## src/rtl/alu_seq_ctrl.sv

```systemverilog
// Sequencer that steps one request at a time through the ALU's load and execute phases, then returns the 64-bit result.
// Optional feature macro ALU_PERF_CNT_EN adds the perf_ops/perf_busy counters.
module alu_seq_ctrl #(
   parameter int WORD_SIZE = 32,
   parameter int MUL_LAT   = 4,
   parameter int DIV_LAT   = 33
) (
   input  logic                   clk,
   input  logic                   clr,
   input  logic                   req_valid,
   output logic                   req_ready,
   input  logic [4:0]             req_opcode,
   input  logic [WORD_SIZE-1:0]   req_a,
   input  logic [WORD_SIZE-1:0]   req_b,
   output logic [WORD_SIZE-1:0]   alu_y,
   output logic [WORD_SIZE-1:0]   alu_b,
   output logic [4:0]             alu_opcode,
   input  logic [2*WORD_SIZE-1:0] alu_c,
   output logic                   resp_valid,
   input  logic                   resp_ready,
   output logic [WORD_SIZE-1:0]   resp_hi,
   output logic [WORD_SIZE-1:0]   resp_lo,
   output logic                   resp_err,
   output logic                   busy
`ifdef ALU_PERF_CNT_EN
   ,
   output logic [31:0]            perf_ops,
   output logic [31:0]            perf_busy
`endif
);

   localparam logic [4:0] OP_MUL  = 5'b00011;
   localparam logic [4:0] OP_DIV  = 5'b00100;
   localparam int         MAX_LAT = (MUL_LAT > DIV_LAT) ? MUL_LAT : DIV_LAT;
   localparam int         CNT_W   = $clog2(MAX_LAT + 1);

   typedef enum logic [1:0] {IDLE = 2'd0, LOAD_Y = 2'd1, EXEC = 2'd2, RESP = 2'd3} state_t;

   state_t               state_r, state_nxt_s;
   logic [4:0]           op_code_r;
   logic [WORD_SIZE-1:0] op_a_r, op_b_r;
   logic [CNT_W-1:0]     cnt_r, lat_s;
   logic                 req_err_s, cnt_zero_s;

   function automatic logic is_legal(input logic [4:0] op);
      return (op[4] == 1'b0) && (op != 5'b00000);
   endfunction

   assign req_err_s  = !is_legal(req_opcode) ||
                       ((req_opcode == OP_DIV) && (req_b == {WORD_SIZE{1'b0}}));
   assign cnt_zero_s = (cnt_r == {CNT_W{1'b0}});
   assign req_ready  = (state_r == IDLE);
   assign resp_valid = (state_r == RESP);
   assign busy       = (state_r != IDLE);
   assign alu_y      = op_a_r;
   assign alu_b      = op_b_r;
   assign alu_opcode = (state_r == EXEC) ? op_code_r : 5'b00000;

   // EXEC length minus one for the latched opcode
   always_comb begin
      lat_s = {CNT_W{1'b0}};
      if (op_code_r == OP_MUL) begin
         lat_s = CNT_W'(MUL_LAT - 1);
      end else if (op_code_r == OP_DIV) begin
         lat_s = CNT_W'(DIV_LAT - 1);
      end else begin
         lat_s = {CNT_W{1'b0}};
      end
   end

   // next-state decode; faulting requests skip straight to RESP
   always_comb begin
      state_nxt_s = state_r;
      case (state_r)
         IDLE: begin
            if (req_valid) begin
               if (req_err_s) begin
                  state_nxt_s = RESP;
               end else begin
                  state_nxt_s = LOAD_Y;
               end
            end else begin
               state_nxt_s = IDLE;
            end
         end
         LOAD_Y: state_nxt_s = EXEC;
         EXEC: begin
            if (cnt_zero_s) begin
               state_nxt_s = RESP;
            end else begin
               state_nxt_s = EXEC;
            end
         end
         RESP: begin
            if (resp_ready) begin
               state_nxt_s = IDLE;
            end else begin
               state_nxt_s = RESP;
            end
         end
         default: state_nxt_s = IDLE;
      endcase
   end

   // state, operand latches, latency counter and response registers
   always_ff @(posedge clk) begin
      if (!clr) begin
         state_r   <= IDLE;
         op_code_r <= 5'b00000;
         op_a_r    <= {WORD_SIZE{1'b0}};
         op_b_r    <= {WORD_SIZE{1'b0}};
         cnt_r     <= {CNT_W{1'b0}};
         resp_hi   <= {WORD_SIZE{1'b0}};
         resp_lo   <= {WORD_SIZE{1'b0}};
         resp_err  <= 1'b0;
      end else begin
         state_r <= state_nxt_s;
         if ((state_r == IDLE) && req_valid) begin
            op_code_r <= req_opcode;
            op_a_r    <= req_a;
            op_b_r    <= req_b;
            if (req_err_s) begin
               resp_hi  <= {WORD_SIZE{1'b0}};
               resp_lo  <= {WORD_SIZE{1'b0}};
               resp_err <= 1'b1;
            end
         end
         if (state_r == LOAD_Y) begin
            cnt_r <= lat_s;
         end else if ((state_r == EXEC) && !cnt_zero_s) begin
            cnt_r <= cnt_r - CNT_W'(1);
         end
         if ((state_r == EXEC) && cnt_zero_s) begin
            resp_hi  <= alu_c[2*WORD_SIZE-1:WORD_SIZE];
            resp_lo  <= alu_c[WORD_SIZE-1:0];
            resp_err <= 1'b0;
         end
      end
   end

`ifdef ALU_PERF_CNT_EN
   // handshake and busy-cycle counters, free-running with wrap
   always_ff @(posedge clk) begin
      if (!clr) begin
         perf_ops  <= 32'd0;
         perf_busy <= 32'd0;
      end else begin
         if (resp_valid && resp_ready) begin
            perf_ops <= perf_ops + 32'd1;
         end
         if (busy) begin
            perf_busy <= perf_busy + 32'd1;
         end
      end
   end
`endif

endmodule

```

## config.mk

```make
export PLATFORM = sky130hd
export DESIGN_NAME = alu_seq_ctrl
export DESIGN_NICKNAME = d
export VERILOG_FILES = /design/src/rtl/alu_seq_ctrl.sv
export SDC_FILE = /design/constraint.sdc
export NUM_CORES = 1
export LEC_CHECK = 0
export BUFFER_PORTS_ARGS = -buffer_cell sky130_fd_sc_hd__buf_2
export CAP_MARGIN = 5
export CORE_AREA = 5 5 113 115
export DETAILED_ROUTE_END_ITERATION = 6
export DIE_AREA = 0 0 118 120
export HOLD_SLACK_MARGIN = 0.03
export PLACE_DENSITY = 0.82
export REMOVE_ABC_BUFFERS = 1
export SETUP_SLACK_MARGIN = 0.05
export SYNTH_ARGS = -nofsm -noshare
export SYNTH_HDL_FRONTEND = slang
export SYNTH_SLANG_ARGS = --single-unit
```

## constraint.sdc

```tcl
create_clock -name clk -period 2.6 [get_ports clk]
set_clock_uncertainty 0.2 [all_clocks]
set_input_delay 0.13 -clock clk [delete_from_list [all_inputs] [get_ports clk]]
set_output_delay 0.13 -clock clk [all_outputs]
set_load 0.05 [all_outputs]
```

==> flow_summary.html <==
<table>
<tr><th>Metric</th><th>Value</th></tr>
<tr><th colspan="2">Outcome</th></tr>
<tr><td>Outcome</td><td>complete, no violations</td></tr>
<tr><th colspan="2">Routing</th></tr>
<tr><td>Final wirelength</td><td>between 15 and 20 mm</td></tr>
<tr><td>Via density per instance</td><td>approximately 5.1</td></tr>
<tr><td>Post-detailed-route count of antenna-violating nets</td><td>0</td></tr>
<tr><td>Initial DRT Pass Iterations</td><td>5</td></tr>
<tr><td>Routed vias</td><td>5611</td></tr>
<tr><td>DRC violations left</td><td>0</td></tr>
<tr><td>DR WL/cell</td><td>approximately 18 µm</td></tr>
<tr><td>Number of violations reported at the end of detailed-routing iteration 0</td><td>~370</td></tr>
<tr><th colspan="2">Layout</th></tr>
<tr><td>Share of layout cells above drive strength 1</td><td>40.51%</td></tr>
<tr><td>Net total in the final layout</td><td>roughly 1.1k</td></tr>
<tr><td>Most used cells in the layout excluding fill and tap cells</td><td>sky130_fd_sc_hd__buf_2 (273), sky130_fd_sc_hd__dfxtp_1 (142), sky130_fd_sc_hd__nand2_1 (141)</td></tr>
<tr><td>Leading cell type in the layout, fill and taps excluded</td><td>sky130_fd_sc_hd__buf_2</td></tr>
<tr><td>Final cell count without fillers</td><td>between 1k and 1.5k</td></tr>
<tr><td>Area growth from synthesis to final layout</td><td>65.16%</td></tr>
<tr><td>Final std cell area, no fill</td><td>8487 µm²</td></tr>
<tr><td>Share of the core filled with cells</td><td>between 70 and 80%</td></tr>
<tr><th colspan="2">Clock tree</th></tr>
<tr><td>Clk sinks</td><td>roughly 140</td></tr>
<tr><td>CTS tree</td><td>done</td></tr>
<tr><td>Level count of the clock H-tree</td><td>4</td></tr>
<tr><td>Setup fix buffers added after clock tree synthesis</td><td>0</td></tr>
<tr><td>Clock insertion delay at the later pin of the skew report</td><td>0.40 ns</td></tr>
<tr><td>Cell at the root of the clock tree</td><td>sky130_fd_sc_hd__clkbuf_16</td></tr>
<tr><td>Clock slew at the register clock pins of the worst setup and hold paths</td><td>roughly 0.06 ns</td></tr>
<tr><td>Clock buffers created by TritonCTS</td><td>17</td></tr>
<tr><td>Deepest clock path buffer count</td><td>2</td></tr>
<tr><th colspan="2">Synth</th></tr>
<tr><td>Number of flip-flops and latches in the synthesized netlist</td><td>roughly 140</td></tr>
<tr><td>Netlist area before placement</td><td>5139 µm²</td></tr>
<tr><td>Proportion of synthesized chip area in sequential cells</td><td>a little under three fifths</td></tr>
<tr><td>Syn Area/Cell</td><td>roughly 9.5 µm²</td></tr>
<tr><td>Number of warnings printed during yosys synthesis</td><td>0</td></tr>
<tr><td>Yosys cell types</td><td>~40</td></tr>
<tr><td>Number of cells produced by synthesis</td><td>~540</td></tr>
<tr><th colspan="2">Timing</th></tr>
<tr><td>Share of the cycle needed by the critical path after routing</td><td>94.40%</td></tr>
<tr><td>Min Tclk post-route</td><td>between 2 and 2.5 ns</td></tr>
<tr><td>Max Clk Rate</td><td>a little over 400 MHz</td></tr>
<tr><td>Tightest Pin Transition</td><td>0.7789 ns</td></tr>
<tr><td>Hold violation total from the final report</td><td>0</td></tr>
<tr><td>Setup repair after global routing missed its margin</td><td>no</td></tr>
<tr><td>Slew headroom</td><td>between 40 and 50%</td></tr>
<tr><td>Slew Limit Fails</td><td>0</td></tr>
<tr><td>Setup Viol. Count Final</td><td>0</td></tr>
<tr><th colspan="2">Floorplanning</th></tr>
<tr><td>Horizontal die dimension</td><td>between 100 and 150 µm</td></tr>
<tr><td># rows</td><td>40</td></tr>
<tr><td># IOs</td><td>roughly 270</td></tr>
<tr><td>Die Ht</td><td>about 120 µm</td></tr>
<tr><td>Starting Density</td><td>43.88%</td></tr>
<tr><td>Die area</td><td>~14000 µm²</td></tr>
<tr><td>Core area</td><td>11710 µm²</td></tr>
<tr><th colspan="2">Placement</th></tr>
<tr><td>Placer's final routability congestion estimate</td><td>between 0.8 and 0.9</td></tr>
<tr><td>Cell area after placement</td><td>6513 µm²</td></tr>
<tr><td>Cell count after placement</td><td>approximately 920</td></tr>
<tr><td>IO buf count</td><td>approximately 270</td></tr>
<tr><td>Detailed placement HPWL</td><td>around 11 mm</td></tr>
<tr><th colspan="2">Pwr</th></tr>
<tr><td>Switching power of the nets</td><td>2.702 mW</td></tr>
<tr><td>Power density cells</td><td>about 880 nW/µm²</td></tr>
<tr><td>Highest ir drop seen on vdd</td><td>between 700 and 800 µV</td></tr>
<tr><td>Leakage power</td><td>~4.0 nW</td></tr>
<tr><td>Sw Ratio</td><td>between 30% and 40%</td></tr>
<tr><td>Clock share of power</td><td>about 34%</td></tr>
<tr><td>Sequential fraction of design power</td><td>between 30% and 40%</td></tr>
<tr><td>Logic gate share of total power</td><td>between 30 and 40%</td></tr>
<tr><td>Pint</td><td>between 4 and 5 mW</td></tr>
<tr><th colspan="2">Worst hold path</th></tr>
<tr><td>Hold Crit Class</td><td>input port to flop</td></tr>
<tr><td>Number of cells traversed by the worst hold path</td><td>5</td></tr>
<tr><th colspan="2">GRT</th></tr>
<tr><td>First-pass GRT wire length</td><td>between 20 and 30 mm</td></tr>
<tr><td>GRT Overall Usage</td><td>between 20% and 30%</td></tr>
<tr><td>Overflow left after global routing</td><td>0</td></tr>
<tr><td>Number of antenna violations at the first check in global routing</td><td>2</td></tr>
<tr><td>Vias in the first global route</td><td>about 5.7k</td></tr>
<tr><td>Pin count of the biggest net entering global routing</td><td>between 70 and 80</td></tr>
<tr><th colspan="2">Critical path</th></tr>
<tr><td>CP Max Fanout</td><td>64</td></tr>
<tr><td>Flop-to-flop setup slack</td><td>~0.29 ns</td></tr>
<tr><td>Crit path capture</td><td>resp_hi[25]</td></tr>
<tr><td>WP data arrival</td><td>between 2 and 3 ns</td></tr>
<tr><td>Worst path required time</td><td>~2.7 ns</td></tr>
<tr><td>Max stage delay cell, worst path</td><td>sky130_fd_sc_hd__dlygate4sd3_1</td></tr>
<tr><td>Launch point of the worst reg-to-reg path</td><td>cnt_r[0]</td></tr>
<tr><td>Critical path, cell by cell</td><td>dlygate4sd3_1 -&gt; buf_2 -&gt; nor4_1 -&gt; nand4_1 -&gt; o311a_2 -&gt; buf_4 -&gt; a22o_2</td></tr>
<tr><td>Slowest stage delay, CP</td><td>around 0.54 ns</td></tr>
<tr><td>Depth of the most critical reg-to-reg path</td><td>7</td></tr>
<tr><td>Crit path from</td><td>req_b[0]</td></tr>
<tr><td>Classification of the worst setup path</td><td>input port to flop</td></tr>
<tr><td>Reg2Reg Capture Point</td><td>resp_hi[25]</td></tr>
<tr><td>Endpoint type of the worst setup path</td><td>flop</td></tr>
<tr><td>Kind of start point of the critical path</td><td>input port</td></tr>
<tr><th colspan="2">Run</th></tr>
<tr><td>Max-cap check violation count</td><td>0</td></tr>
</table>
[power by group through the flow]
| stage | registers (mW) | clock network [mW] | logic [mW] |
|---|---|---|---|
| floorplan | 3.50 | 0 | 0.702 |
| global placement | 2.66 | 0 | 2.11 |
| detailed placement | 2.66 | 0 | 2.14 |
| CTS | 2.62 | 2.56 | 2.30 |
| global route | 2.67 | 2.66 | 2.46 |
| finish | 2.64 | 2.52 | 2.34 |
[what timing repair did]
| item | 4_1_cts | 5_1_grt |
|---|---|---|
| setup endpoints to repair | 0 | 40 |
| gates resized for setup | 0 | 1 |
| endpoints found under the hold margin | 138 | 0 |
| hold buffers | 135 | 0 |
[sequential cells by signal, summed over array words and instances, names as in the netlist]
| signal | count |
|---|---|
| alu_b | 32 |
| alu_y | 32 |
| cnt_r | 6 |
| op_code_r | 5 |
| resp_err | 1 |
| resp_hi | 32 |
| resp_lo | 32 |
| state_r | 2 |
[worst max-delay path: cells and delay by family]
| kind | cells | cell delay, ns |
|---|---|---|
| buffers and inverters | 3 | 0.99 |
| AO/OA/AOI/OAI | 2 | 0.74 |
| AND/OR/NAND/NOR | 2 | 0.63 |
[logic make-up (layout without fill, tap and decap cells)]
logic type / count (synthesis) / in the layout / share of synthesized area (%)
fa+ha+maj: 2 / 2 / 0.4869
mux: 1 / 1 / 0.2191
compound gates: 155 / 155 / 22.18
xor+xnor: 1 / 1 / 0.1705
other cells: 0 / 2 / 0
flops: 142 / 142 / 55.32
buf+inv: 48 / 452 / 5.479
simple gates: 190 / 190 / 16.14
[layout make-up]
| cell class | instances | area (µm²) |
|---|---|---|
| clock buffer | 19 | 442.9 |
| timing repair buffer | 414 | 2788 |
| fill | 798 | 3224 |
| inverter | 7 | 26.28 |
| clock inverter | 12 | 168.9 |
| antenna | 2 | 5.005 |
| sequential | 142 | 2843 |
| tap | 147 | 183.9 |
| multi-input combinational | 349 | 2029 |
[layer usage]
metal  up-vias  GRT usage [%]  share of wire (%)
met1      2638          28.71                 36
li1       2656              -                  -
met2       254          47.03                 54
met3        63          6.927                6.2
met4         0          12.76                3.5
met5         -              0                  0
[through the flow]
step	power [mW]	setup WS (ns)	TNS [ns]	hold slack (ns)
final	7.495	0.1455	0	0.08134
after global routing	7.793	0.07319	0	0.08239
after CTS	7.482	0.08797	0	0.04470
after detailed placement	4.800	0.2076	0	0.1545
after global placement	4.770	0.2384	0	0.1462
after floorplan	4.200	-3.545	-384.17	0.05791
[worst min path at each step]
stage | endpoint | start
detailed placement | resp_hi[4] | alu_c[36]
finish | state_r[0] | req_valid
floorplan | cnt_r[0] | clr
global route | state_r[0] | req_valid
CTS | state_r[0] | req_valid
global placement | resp_hi[3] | alu_c[35]
[synthesized netlist by cell type, drive strengths merged]
library cell    n  share of area, %
ha              2              0.49
and3            2              0.24
o21a            2              0.29
nor2            8              0.58
nor4           10               1.5
nand2         142                10
and2            6              0.73
o41ai           1              0.17
o21ai           3              0.29
xnor2           1              0.17
a21oi          73               7.1
nand3           3              0.29
o31a            1              0.17
nand3b          1              0.15
o211ai          2              0.29
nand2b          1              0.12
dfxtp         142                55
nor4b           1              0.17
clkbuf         25               2.0
mux2            1              0.22
a31oi           3              0.37
nor3b           1              0.15
inv             7              0.51
nor2b           3              0.37
or3             2              0.24
a311oi          2              0.34
a2111o          1              0.22
nor3            4              0.39
a2bb2oi         1              0.17
nand4           2              0.24
or2             2              0.24
a21boi          1              0.15
or2b            2              0.34
a22o           64                12
buf            16               2.9
o311a           1              0.19
Power figures use the tool's default switching activity.
